File: src/rtl/instr_encoder.sv
// -----------------------------------------------------------------------------
// instr_encoder
// Sequential RV32I instruction encoder/loader. Accepts one symbolic request
// (op, rd, rs1, rs2, imm) per valid/ready handshake, packs it into a 32-bit
// RV32I word and writes it to instruction memory at an auto-incrementing
// byte address. Covers ADD, SUB, XOR, AND, ADDI, BEQ, BNE, JAL, JALR.
//
// Optional feature macro: INSTR_ENC_RANGE_CHECK_EN
//   When defined, out-of-range or misaligned immediates are rejected with err.
//   When undefined, immediates are silently truncated per the encodings.
//
// Parameters:
//   ADDR_W    - instruction-memory byte address width
//   BASE_ADDR - first write address after reset (multiple of 4)
// Ports:
//   clk, rst              - clock, asynchronous active-high reset
//   req_valid / req_ready - request handshake
//   req_op                - 0 ADD,1 SUB,2 XOR,3 AND,4 ADDI,5 BEQ,6 BNE,7 JAL,8 JALR
//   req_rd/rs1/rs2        - register indices
//   req_imm               - signed byte immediate/offset
//   mem_we                - one-cycle write strobe
//   mem_addr, mem_wdata   - write address / encoded word (held between writes)
//   err                   - one-cycle pulse, request rejected
//   wrapped               - sticky, address pointer wrapped to 0
// -----------------------------------------------------------------------------
module instr_encoder #(
   parameter int unsigned           ADDR_W    = 32,
   parameter logic [ADDR_W-1:0]     BASE_ADDR = '0
) (
   input  logic              clk,
   input  logic              rst,
   input  logic              req_valid,
   output logic              req_ready,
   input  logic [3:0]        req_op,
   input  logic [4:0]        req_rd,
   input  logic [4:0]        req_rs1,
   input  logic [4:0]        req_rs2,
   input  logic [31:0]       req_imm,
   output logic              mem_we,
   output logic [ADDR_W-1:0] mem_addr,
   output logic [31:0]       mem_wdata,
   output logic              err,
   output logic              wrapped
);

   localparam logic [1:0] S_IDLE   = 2'd0;
   localparam logic [1:0] S_ENCODE = 2'd1;
   localparam logic [1:0] S_WRITE  = 2'd2;

   localparam logic [3:0] OP_ADD  = 4'd0;
   localparam logic [3:0] OP_SUB  = 4'd1;
   localparam logic [3:0] OP_XOR  = 4'd2;
   localparam logic [3:0] OP_AND  = 4'd3;
   localparam logic [3:0] OP_ADDI = 4'd4;
   localparam logic [3:0] OP_BEQ  = 4'd5;
   localparam logic [3:0] OP_BNE  = 4'd6;
   localparam logic [3:0] OP_JAL  = 4'd7;
   localparam logic [3:0] OP_JALR = 4'd8;

   logic [1:0]        state_q, state_d;
   logic [3:0]        op_q;
   logic [4:0]        rd_q, rs1_q, rs2_q;
   logic [31:0]       imm_q;
   logic [31:0]       word_q, word_d;
   logic              legal_d;
   logic [ADDR_W-1:0] ptr_q, ptr_inc;
   logic [ADDR_W-1:0] mem_addr_q;
   logic              mem_we_q, err_q, wrapped_q;

   assign ptr_inc = ptr_q + ADDR_W'(4);

   // Encoder operates on the captured fields, so req_* may change freely
   // after the accept edge.
   always_comb begin
      word_d  = '0;
      legal_d = 1'b1;
      unique case (op_q)
         OP_ADD:  word_d = {7'b0000000, rs2_q, rs1_q, 3'b000, rd_q, 7'b0110011};
         OP_SUB:  word_d = {7'b0100000, rs2_q, rs1_q, 3'b000, rd_q, 7'b0110011};
         OP_XOR:  word_d = {7'b0000000, rs2_q, rs1_q, 3'b100, rd_q, 7'b0110011};
         OP_AND:  word_d = {7'b0000000, rs2_q, rs1_q, 3'b111, rd_q, 7'b0110011};
         OP_ADDI: word_d = {imm_q[11:0], rs1_q, 3'b000, rd_q, 7'b0010011};
         OP_BEQ:  word_d = {imm_q[12], imm_q[10:5], rs2_q, rs1_q, 3'b000,
                            imm_q[4:1], imm_q[11], 7'b1100011};
         OP_BNE:  word_d = {imm_q[12], imm_q[10:5], rs2_q, rs1_q, 3'b001,
                            imm_q[4:1], imm_q[11], 7'b1100011};
         OP_JAL:  word_d = {imm_q[20], imm_q[10:1], imm_q[11], imm_q[19:12],
                            rd_q, 7'b1101111};
         OP_JALR: word_d = {imm_q[11:0], rs1_q, 3'b000, rd_q, 7'b1100111};
         default: legal_d = 1'b0;
      endcase
`ifdef INSTR_ENC_RANGE_CHECK_EN
      // A value fits an N-bit signed field when all bits from N-1 upward
      // are copies of the sign.
      case (op_q)
         OP_ADDI, OP_JALR:
            if (!((&imm_q[31:11]) || (~|imm_q[31:11]))) legal_d = 1'b0;
         OP_BEQ, OP_BNE:
            if (imm_q[0] || !((&imm_q[31:12]) || (~|imm_q[31:12]))) legal_d = 1'b0;
         OP_JAL:
            if (imm_q[0] || !((&imm_q[31:20]) || (~|imm_q[31:20]))) legal_d = 1'b0;
         default: ;
      endcase
`endif
   end

`ifndef INSTR_ENC_RANGE_CHECK_EN
   // Without range checking these immediate bits are intentionally dropped.
   logic unused_imm;
   assign unused_imm = ^{imm_q[31:21], imm_q[0]};
`endif

   always_comb begin
      state_d = state_q;
      case (state_q)
         S_IDLE:   if (req_valid) state_d = S_ENCODE;
         S_ENCODE: state_d = legal_d ? S_WRITE : S_IDLE;
         default:  state_d = S_IDLE;
      endcase
   end

   always_ff @(posedge clk or posedge rst) begin
      if (rst) begin
         state_q    <= S_IDLE;
         op_q       <= '0;
         rd_q       <= '0;
         rs1_q      <= '0;
         rs2_q      <= '0;
         imm_q      <= '0;
         word_q     <= '0;
         ptr_q      <= BASE_ADDR;
         mem_addr_q <= BASE_ADDR;
         mem_we_q   <= 1'b0;
         err_q      <= 1'b0;
         wrapped_q  <= 1'b0;
      end else begin
         state_q  <= state_d;
         mem_we_q <= 1'b0;
         err_q    <= 1'b0;
         case (state_q)
            S_IDLE: begin
               if (req_valid) begin
                  op_q  <= req_op;
                  rd_q  <= req_rd;
                  rs1_q <= req_rs1;
                  rs2_q <= req_rs2;
                  imm_q <= req_imm;
               end
            end
            S_ENCODE: begin
               // Strobe and address are registered here so they are
               // valid for exactly the WRITE cycle.
               if (legal_d) begin
                  word_q     <= word_d;
                  mem_addr_q <= ptr_q;
                  mem_we_q   <= 1'b1;
               end else begin
                  err_q <= 1'b1;
               end
            end
            S_WRITE: begin
               ptr_q <= ptr_inc;
               if (ptr_inc == '0) wrapped_q <= 1'b1;
            end
            default: ;
         endcase
      end
   end

   assign req_ready = (state_q == S_IDLE) && !rst;
   assign mem_we    = mem_we_q;
   assign mem_addr  = mem_addr_q;
   assign mem_wdata = word_q;
   assign err       = err_q;
   assign wrapped   = wrapped_q;

endmodule

File: config.mk
export PLATFORM = sky130hd
export DESIGN_NAME = instr_encoder
export DESIGN_NICKNAME = d
export VERILOG_FILES = /design/src/rtl/instr_encoder.sv
export SDC_FILE = /design/constraint.sdc
export NUM_CORES = 1
export LEC_CHECK = 0
export ABC_AREA = 1
export CORE_ASPECT_RATIO = 1.4
export CORE_MARGIN = 2
export CORE_UTILIZATION = 47
export CTS_CLUSTER_DIAMETER = 150
export CTS_CLUSTER_SIZE = 25
export DETAILED_ROUTE_END_ITERATION = 6
export GPL_TIMING_DRIVEN = 0
export PLACE_DENSITY = 0.77
export SYNTH_ARGS = -nofsm -noshare
export SYNTH_HDL_FRONTEND = slang
export SYNTH_SLANG_ARGS = --single-unit
File: constraint.sdc
create_clock -name clk -period 4.62 [get_ports clk]
set_clock_uncertainty 0.1 [all_clocks]
set_input_delay 0.924 -clock clk [delete_from_list [all_inputs] [get_ports clk]]
set_output_delay 0.924 -clock clk [all_outputs]
set_load 0.05 [all_outputs]
==> flow_metrics.tcl <==
set metrics [dict create \
    status "complete, no violations" \
    ant_nets 0 \
    setup_viol 0 \
    max_freq_mhz 290 \
    drc 0 \
    gr-usage-all-layers 0.241 \
    synth_top_area_cell "dfrtp_1" \
    worstRegToRegCells 13 \
    cts_inserted_buffers 17 \
    viasPerCell 5.19 \
    synth_mux_area_frac 0 \
    crit_type "in -> out" \
    wirelength_mm 16.5 \
    crit_start "rst" \
    path_clk_slew_ns 0.06 \
    rsz0062_at_grt "no" \
    rr_endpoint "wrapped$_DFFE_PP0P_" \
    synth_area_leaders "dfrtp_1, nand2_1, o21ai_0, inv_1, nor2_1" \
    worstPathCellList "clkdlybuf4s50_1 -> nor3_1 -> clkdlybuf4s50_1" \
    post-route-period-util 0.748 \
    cpLargestDelayFamily "buffers and inverters" \
    yosys_warnings 0 \
    syn-mean-instance-area_sq_um 7.91 \
    synthXorXnorAreaFrac 0.00421 \
    grt_start_max_net_pins 35 \
    finalCriticalPeriod_ns 3.45 \
    slew_headroom 0.597 \
    die_area_sq_mm 0.0142 \
    power.density_mw_per_mm2 609 \
    reg2reg_slack_ns 2.54 \
    clock-root-buffer "clkbuf_16" \
    dr.pass1.iters 5 \
    synth-simple-area-share 0.278 \
    cts_buffer_depth 2 \
    place.gp.congestion 0.934 \
    setup_tns_ns 0 \
    whs_ns 0.364 \
    io_pins 122 \
    p_leak_uw 0.00384 \
    drt_iter0_markers 338 \
    crit_slowest_cell "clkdlybuf4s50_1" \
    fin_cells 1086 \
    grt_first_pass_wirelength_mm 26.7 \
    ys_seq_area_frac 0.546 \
    ctsHtreeMaxLevel 4 \
    synth_top_family_by_area "simple AND/OR/NAND/NOR gates" \
    finalHoldViolCount 0 \
    grt_antenna_before_repair 0 \
    tightest_slew_ns 0.600 \
    final_area_sq_mm 0.00821 \
    r2r-start "ptr_q[3]$_DFFE_PP0P_" \
    layout-drive-gt1-share 0.0686 \
    grt_pass1_vias 5501 \
    clock_latency_ns 0.41 \
    syn_area_sq_mm 0.00623 \
    crit_end "req_ready" \
    nets 975 \
    startpoint_type "primary input" \
    cts_setup_buffers 0 \
    cts_hold_buffers 0 \
    yosysTopAreaCellShare 0.546 \
    die_h_um 140 \
    wl_per_cell_um 15.2 \
    initial_utilization 0.484 \
    ys_types 31 \
    area_delta_synth_final_pct 31.6 \
    synth_compound_area_frac 0.111 \
    finalPower_uw 5000 \
    core_area_sq_mm 0.0129 \
    worstPathArrival_ns 2.43 \
    path_depth 3 \
    cts_sinks 136 \
    crit_buf_inv 2 \
    maxCapViolations 0 \
    dpl.cell_count 1054 \
    vias 5634 \
    hold_class "reg -> reg" \
    globalRouteOverflowTotal 0 \
    required_ns 3.60 \
    path_common_cell "clkdlybuf4s50_1" \
    synth_cells 788 \
    cts_tree "yes" \
    slowest_delay_ns 0.84 \
    placed_cell_area_sq_mm 0.00759 \
    hpwl_mm 12.2 \
    die_x_um 101 \
    synth_seq_cells 136 \
    antennaDiodeCount 0 \
    synth_fa_ha_area_frac 0.00201 \
    placementRows 49 \
    ir_drop_mv 0.425 \
    path_max_fanout 2 \
    port_buffers 108 \
    final_max_slew_viol_count 0 \
    post_cts_resized 0 \
    crit_path_end_kind "primary output" \
]
[area by class of cell]
cell class | count | area [sq um]
clock buffers | 20 | 447
fillers | 1097 | 4670
clock inverters | 12 | 165
flip-flops and latches | 136 | 3400
plain buffers | 30 | 133
inverters | 62 | 236
multi-input cells | 561 | 2470
well taps | 153 | 191
repair buffers | 112 | 1160
[cells in the mapped netlist (all sizes together)]
cell type    n
xor2         3
a22oi        5
ha           1
buf         13
o211ai       1
o21ai      100
inv         61
nand4        5
a211oi       1
clkbuf      17
o31ai        1
nand3       29
nand2      317
a21o         5
and2         1
conb         1
or2          1
a31oi        6
a21oi       11
dfrtp      136
clkinv       1
nor2        67
nor3         5
[power by group]
group	leakage (uW)	internal (uW)	total, uW	switching, uW
Clock	0.000289	873	1410	536
Combinational	0.00179	563	1840	1270
Sequential	0.00177	1520	1750	228
[tightest hold or removal path, cell delays in order, from the launching register on]
cell	delay [ns]
dfrtp_1	0.34
inv_1	0.04
nand2_1	0.05
[layer usage]
metal  vias up  wire length (um)  global-route usage
met3        39               635              0.0454
li1       2765                 -                   -
met2       176              8790               0.424
met1      2654              6540               0.282
met4         0               488               0.107
met5         -                 0                   0
[registers in the layout (all words and copies together), names as in the netlist]
register and count:
wrapped 1, err 1, rs2_q 5, state_q 2, rd_q 5, mem_addr 30, mem_we 1, rs1_q 5
ptr_q 30, mem_wdata 31, op_q 4, imm_q 21
[cell usage in the layout, fill, tap and decap left out, types with 7 or more instances in the layout]
cell type / netlist / routed
clkbuf_16: 0 / 17
inv_1: 60 / 59
buf_2: 7 / 7
clkbuf_1: 17 / 19
nand3_1: 29 / 29
clkdlybuf4s50_1: 0 / 108
nand2_1: 310 / 310
dfrtp_1: 136 / 136
o21ai_0: 99 / 99
nor2_1: 57 / 57
a21oi_1: 11 / 11
[kinds of logic after synthesis]
kind of cell / after synthesis
simple gates: 425
flops: 136
compound gates: 130
buf+inv: 92
xor+xnor: 3
fa+ha+maj: 1
other cells: 1
[per-stage QoR]
step                       util  setup slack [ns]
after floorplan               -              1.63
after global placement    0.584             0.684
after detailed placement  0.590              1.15
after CTS                 0.637              1.16
after global routing      0.637              1.14
final                     0.637              1.17
[worst min-delay path by stage]
stage / end / cells past startpoint / from
after floorplan: rs2_q[0]$_DFFE_PP0P_ / 2 / rs2_q[0]$_DFFE_PP0P_
after global placement: wrapped$_DFFE_PP0P_ / 2 / wrapped$_DFFE_PP0P_
after detailed placement: wrapped$_DFFE_PP0P_ / 2 / wrapped$_DFFE_PP0P_
after CTS: wrapped$_DFFE_PP0P_ / 2 / wrapped$_DFFE_PP0P_
after global routing: wrapped$_DFFE_PP0P_ / 2 / wrapped$_DFFE_PP0P_
final: wrapped$_DFFE_PP0P_ / 2 / wrapped$_DFFE_PP0P_
No activity file was read; power rests on OpenSTA's default activity.
